==> config.mk <==
export PLATFORM = sky130hd
export DESIGN_NAME = writeback_stage
export DESIGN_NICKNAME = d
export VERILOG_FILES = /design/src/rtl/writeback_stage_pkg.sv /design/src/rtl/writeback_stage_load_extend.sv /design/src/rtl/writeback_stage.sv
export SDC_FILE = /design/constraint.sdc
export NUM_CORES = 1
export LEC_CHECK = 0
export ABC_CLOCK_PERIOD_IN_PS = 6550
export BUFFER_PORTS_ARGS = -buffer_cell sky130_fd_sc_hd__buf_2
export CAP_MARGIN = 5
export CORE_UTILIZATION = 30
export DETAILED_ROUTE_END_ITERATION = 12
export SYNTH_ARGS = -nofsm -noshare
export SYNTH_HDL_FRONTEND = slang
export SYNTH_SLANG_ARGS = --single-unit
export TNS_END_PERCENT = 50
==> constraint.sdc <==
create_clock -name clk -period 6.55 [get_ports clk]
set_input_delay 0.655 -clock clk [delete_from_list [all_inputs] [get_ports clk]]
set_output_delay 0.655 -clock clk [all_outputs]
set_load 0.1 [all_outputs]
==> src/rtl/writeback_stage_pkg.sv <==
// Shared constants for the writeback stage: load size encodings, FSM states, datapath widths.
package writeback_stage_pkg;

  localparam int WORD_W   = 32;
  localparam int DOUBLE_W = 64;

  localparam logic [1:0] DSZ_BYTE = 2'b00;
  localparam logic [1:0] DSZ_HALF = 2'b01;
  localparam logic [1:0] DSZ_WORD = 2'b10;

  typedef enum logic {
    WB_IDLE  = 1'b0,
    WB_WR_LO = 1'b1
  } wbState_t;

endpackage

==> src/rtl/writeback_stage_load_extend.sv <==
// Extracts a byte/halfword/word from a big-endian memory word and sign- or zero-extends it.
module load_extend
  import writeback_stage_pkg::*;
(
  input  logic [0:31] dataOut,
  input  logic [0:1]  offset,
  input  logic [0:1]  dSize,
  input  logic        loadSign,
  output logic [0:31] word
);

  function automatic logic [31:0] extendByte(input logic [7:0] f, input logic s);
    return {{24{s & f[7]}}, f};
  endfunction

  function automatic logic [31:0] extendHalf(input logic [15:0] f, input logic s);
    return {{16{s & f[15]}}, f};
  endfunction

  logic [7:0]  byteSel;
  logic [15:0] halfSel;

  always_comb begin
    byteSel = dataOut[0:7];
    case (offset)
      2'd0:    byteSel = dataOut[0:7];
      2'd1:    byteSel = dataOut[8:15];
      2'd2:    byteSel = dataOut[16:23];
      default: byteSel = dataOut[24:31];
    endcase
  end

  // The low offset bit is ignored for halfwords, so odd offsets fall back to the even one.
  assign halfSel = offset[0] ? dataOut[16:31] : dataOut[0:15];

  always_comb begin
    case (dSize)
      DSZ_BYTE: word = extendByte(byteSel, loadSign);
      DSZ_HALF: word = extendHalf(halfSel, loadSign);
      default:  word = dataOut;
    endcase
  end

endmodule

==> src/rtl/writeback_stage.sv <==
// MEM/WB register, integer result select and FP write port with two-beat double writes.
// Optional retire counter enabled by defining WB_RETIRE_CNT_EN.
module writeback_stage #(
  parameter logic [31:0] RESET_PC = 32'h0000_0000,
  parameter int          CNT_W    = 32
) (
  input  logic        clk,
  input  logic        reset,
  input  logic [0:31] nextPC_in,
  input  logic [0:4]  destReg_in,
  input  logic [0:31] aluResult_in,
  input  logic [0:31] dataOut_in,
  input  logic        PCtoReg_in,
  input  logic        RegWrite_in,
  input  logic        MemToReg_in,
  input  logic        loadSign_in,
  input  logic [0:1]  DSize_in,
  input  logic [0:4]  fDestReg_in,
  input  logic [0:63] fbusW_in,
  input  logic        FPRegWrite_in,
  input  logic        fpDouble_in,
  input  logic        mul_in,
  input  logic        valid_in,
  output logic        regWrite_out,
  output logic [0:4]  regDest_out,
  output logic [0:31] regData_out,
  output logic        fpWrite_out,
  output logic [0:4]  fpDest_out,
  output logic [0:31] fpData_out,
  output logic        stall_out,
  output logic        mul_retired
`ifdef WB_RETIRE_CNT_EN
  ,
  output logic [0:CNT_W-1] retired_count
`endif
);

  import writeback_stage_pkg::*;

  logic [0:31] nextPC_p0, aluResult_p0, dataOut_p0;
  logic [0:4]  destReg_p0, fDestReg_p0;
  logic [0:63] fbusW_p0;
  logic [0:1]  dSize_p0;
  logic        pcToReg_p0, regWrite_p0, memToReg_p0, loadSign_p0;
  logic        fpRegWrite_p0, fpDouble_p0, mul_p0, vld_p0;
  wbState_t    state_p0;
  logic [0:31] loadWord;
  logic        dblStart, inLo;

  // ---- MEM/WB boundary: capture unless the double-write sequence is holding the slot
  always_ff @(posedge clk or posedge reset) begin
    if (reset) begin
      nextPC_p0     <= RESET_PC;
      aluResult_p0  <= '0;
      dataOut_p0    <= '0;
      destReg_p0    <= '0;
      fDestReg_p0   <= '0;
      fbusW_p0      <= '0;
      dSize_p0      <= '0;
      pcToReg_p0    <= 1'b0;
      regWrite_p0   <= 1'b0;
      memToReg_p0   <= 1'b0;
      loadSign_p0   <= 1'b0;
      fpRegWrite_p0 <= 1'b0;
      fpDouble_p0   <= 1'b0;
      mul_p0        <= 1'b0;
      vld_p0        <= 1'b0;
    end else if (!stall_out) begin
      nextPC_p0     <= nextPC_in;
      aluResult_p0  <= aluResult_in;
      dataOut_p0    <= dataOut_in;
      destReg_p0    <= destReg_in;
      fDestReg_p0   <= fDestReg_in;
      fbusW_p0      <= fbusW_in;
      dSize_p0      <= DSize_in;
      pcToReg_p0    <= PCtoReg_in;
      regWrite_p0   <= RegWrite_in;
      memToReg_p0   <= MemToReg_in;
      loadSign_p0   <= loadSign_in;
      fpRegWrite_p0 <= FPRegWrite_in;
      fpDouble_p0   <= fpDouble_in;
      mul_p0        <= mul_in;
      vld_p0        <= valid_in;
    end
  end

  assign dblStart = (state_p0 == WB_IDLE) && vld_p0 && fpRegWrite_p0 && fpDouble_p0;
  assign inLo     = (state_p0 == WB_WR_LO);

  always_ff @(posedge clk or posedge reset) begin
    if (reset) begin
      state_p0 <= WB_IDLE;
    end else begin
      case (state_p0)
        WB_IDLE:  if (dblStart) state_p0 <= WB_WR_LO;
        default:  state_p0 <= WB_IDLE;
      endcase
    end
  end

  load_extend uLoadExtend (
    .dataOut  (dataOut_p0),
    .offset   (aluResult_p0[30:31]),
    .dSize    (dSize_p0),
    .loadSign (loadSign_p0),
    .word     (loadWord)
  );

  // ---- Writeback: combinational from the registered slot
  always_comb begin
    regData_out = aluResult_p0;
    if (pcToReg_p0)       regData_out = nextPC_p0;
    else if (memToReg_p0) regData_out = loadWord;
  end

  // The integer write already happened on the high beat, so the low beat suppresses it.
  assign regWrite_out = vld_p0 && regWrite_p0 && !inLo;
  assign regDest_out  = destReg_p0;
  assign fpWrite_out  = inLo || (vld_p0 && fpRegWrite_p0);
  assign fpDest_out   = inLo ? fDestReg_p0 + 5'd1 : fDestReg_p0;
  assign fpData_out   = inLo ? fbusW_p0[32:63] : fbusW_p0[0:31];
  assign stall_out    = dblStart;
  assign mul_retired  = vld_p0 && mul_p0;

`ifdef WB_RETIRE_CNT_EN
  logic [0:CNT_W-1] retireCnt_p0;

  always_ff @(posedge clk or posedge reset) begin
    if (reset)                              retireCnt_p0 <= '0;
    else if (inLo || (vld_p0 && !dblStart)) retireCnt_p0 <= retireCnt_p0 + 1'b1;
  end

  assign retired_count = retireCnt_p0;
`endif

endmodule

==> flow_metrics.tcl <==
set metrics [dict create \
    antenna_left 0 \
    finalHoldViolCount 0 \
    peakVddDrop_v 0.000171 \
    leakagePower_nw 5.59 \
    yosys_warnings 0 \
    post_drt_wl_per_cell_um 15.7 \
    yosysTopAreaCell "dfrtp_1" \
    cp_cell_sequence "buf_4, nor2b_1, nand3_4, inv_6, buf_2" \
    max_slew_margin 0.321 \
    portBuffers 259 \
    final_util 0.387 \
    antenna_found_initial 6 \
    cp-end-kind "output pin" \
    worst_pin_slew_ps 1020 \
    clock_sinks 181 \
    synthTopCellsByArea "dfrtp_1, nand2_1, mux2_2" \
    slowest_stage "inv_6" \
    drc 0 \
    crit_buf_inv 3 \
    initial_core_util 0.308 \
    row_count 60 \
    hpwl_mm 18.1 \
    synthCells 1020 \
    cts_buffers 17 \
    drt_iter0_drc 516 \
    cts_root_buf "clkbuf_16" \
    required_ps 5890 \
    syn_area_um2 8370 \
    postCtsSetupBuffers 0 \
    drive_above_1_share 0.275 \
    first_pass_iters 5 \
    crit_family "buffers and inverters" \
    synthDistinctLibCells 39 \
    cts_resized 0 \
    status "completed" \
    die_h_um 169 \
    overflow 0 \
    area_growth_pct 25.8 \
    synth_area_per_cell_um2 8.20 \
    grt_pass1_wl_mm 40.0 \
    finalCritPeriodShare 0.600 \
    io_pins 260 \
    cts_tree "done" \
    cts_buffer_depth 2 \
    cp.arrival_ps 3270 \
    fin_skew_ps 17.4 \
    synth.top_cell.area_share 0.541 \
    grt_pass1_vias 7195 \
    dieArea_um2 28600 \
    synth_seq_area_share 0.541 \
    core_area_um2 27200 \
    syn_nets 1203 \
    fp.dieW_um 169 \
    cellPowerDensity_nw_per_um2 350 \
    maxCapViolCount 0 \
    vias_per_cell 4.55 \
    rsz0062_at_grt "no" \
    yosys_register_bits 181 \
    num-fill-cells 2884 \
    period_minus_slack_ps 3930 \
    fmax_mhz 254 \
    nets 1427 \
    finalMaxSlewViolations 0 \
    grt_usage 0.183 \
    tns_ps 0 \
    cp_max_fo 96 \
    wl_mm 25.6 \
    htree_levels 4 \
    max_stage_delay_ps 770 \
    path_clk_slew_ps 70 \
    vias 7418 \
    hp-class "primary input to asynchronous set/reset pin" \
    routabilityCongestion 0.811 \
    setup_violations 0 \
    path_class "register to output pin" \
    holdBufCountCts 0 \
    grt_max_degree 104 \
    critPathLaunchType "register" \
    clock_latency_ps 430 \
]
## cells by family after synthesis
logic type                 count (synthesis)  synth area share
and+or+nand+nor                          630             0.293
DFF                                      181             0.541
AOI/OAI and AO/OA                         95            0.0685
buffers and inverters                     67            0.0357
muxes                                     42            0.0559
xor gates and xnor gates                   4           0.00419
adders and majority gates                  1           0.00150
## worst reg2reg max path: cells and delay by family (launching register included)
| family | cells | cell delay (ps) |
|---|---|---|
| buffers and inverters | 3 | 1840 |
| and+or+nand+nor | 4 | 1150 |
| DFF | 1 | 380 |
## worst paths after layout
path / startpoint / end / depth (start not counted) / slack, ps
max in group asynchronous: reset / fbusW_p0[31] / 3 / 4720
worst min register to register: fbusW_p0[15] / fbusW_p0[15] / 2 / 460
worst max register to register: inLo / aluResult_p0[4] / 7 / 3120
worst max-delay path: inLo / stall_out / 5 / 2620
worst min-delay path: reset / regDest_out[0] / 2 / 320
min in group clk: fbusW_in[32] / fbusW_p0[32] / 3 / 410
## report_power, final
part           switching [mW]  total, mW  internal, mW
clock                   0.470       1.05         0.577
sequential              0.101       1.35          1.25
combinational            1.02       1.28         0.259
## synthesized netlist by cell type
| cell type | number |
|---|---|
| o41ai_2 | 1 |
| mux2_2 | 38 |
| nand4_1 | 2 |
| nor2_1 | 53 |
| nor3_1 | 1 |
| a21o_1 | 1 |
| ha_1 | 1 |
| a31oi_4 | 1 |
| o221ai_1 | 5 |
| nor2b_1 | 2 |
| and4b_1 | 1 |
| o21ai_0 | 10 |
| and3_1 | 1 |
| buf_1 | 1 |
| xor2_1 | 1 |
| or3_1 | 1 |
| inv_1 | 6 |
| and2_1 | 2 |
| nand3_1 | 1 |
| a21oi_1 | 60 |
| a311oi_1 | 4 |
| dfrtp_1 | 181 |
| nand2b_1 | 5 |
| o21a_1 | 1 |
| or2_2 | 1 |
| nor2_2 | 2 |
| a22oi_1 | 8 |
| a221o_1 | 1 |
| buf_2 | 26 |
| nor3b_2 | 1 |
| and2b_1 | 1 |
| mux2i_1 | 4 |
| nand2_1 | 550 |
| nor3b_1 | 6 |
| xnor2_1 | 3 |
| a221oi_1 | 1 |
| a31oi_1 | 2 |
| clkbuf_1 | 32 |
| buf_6 | 2 |
## metrics by stage
step                      instance area, um^2  setup slack, ps  total power [mW]  hold WS [ps]  std cells
after floorplan                          8370              980              2.38           430       1020
after global placement                   9930             3050              2.65           444       1597
after detailed placement                 9930             3040              2.66           451       1597
after CTS                               10500             2570              3.72           386       1628
after global routing                    10500             2380              3.85           391       1628
final                                   10500             2620              3.68           319       1632
## cells in the final DEF (no fill, tap or decap), drive strengths merged, types with 2 or more instances in the layout
cell,count
nor2,55
a21oi,60
and2,2
o21ai,10
inv,11
nand2b,5
bufinv,2
mux2i,4
clkinvlp,2
dfrtp,181
nor2b,2
a311oi,4
o221ai,5
buf,266
a22oi,8
nand4,2
nand2,550
a31oi,3
clkinv,4
mux2,38
clkbuf,18
diode,4
xnor2,3
nor3b,7
## state kept, by name, indices dropped and copies added, names as in the netlist, 2 cells and up
signal        count
dSize_p0          2
fbusW_p0         64
fDestReg_p0       5
dataOut_p0       32
nextPC_p0        32
aluResult_p0     32
regDest_out       5
## metal layers
layer  up-vias  GRT usage  wire (um)  part of all wire
met4         4     0.0435        290             0.011
met5         -          0         24           0.00094
met3        24     0.0587       2030             0.080
met1      3443      0.235      11200              0.44
li1       3683          -          -                 -
met2       264      0.298      12000              0.47
## area by class of cell
cell class,instances,area (um^2),share of cell area
repair buffers,266,1350,0.128
flip-flops and latches,181,4530,0.431
diodes,4,10.0,0.000951
clock buffers,18,439,0.0417
multi-input cells,772,3550,0.337
clock inverters,13,145,0.0138
well taps,372,465,0.0442
inverters,6,35.0,0.00333
No activity file was read; power rests on OpenSTA's default activity.
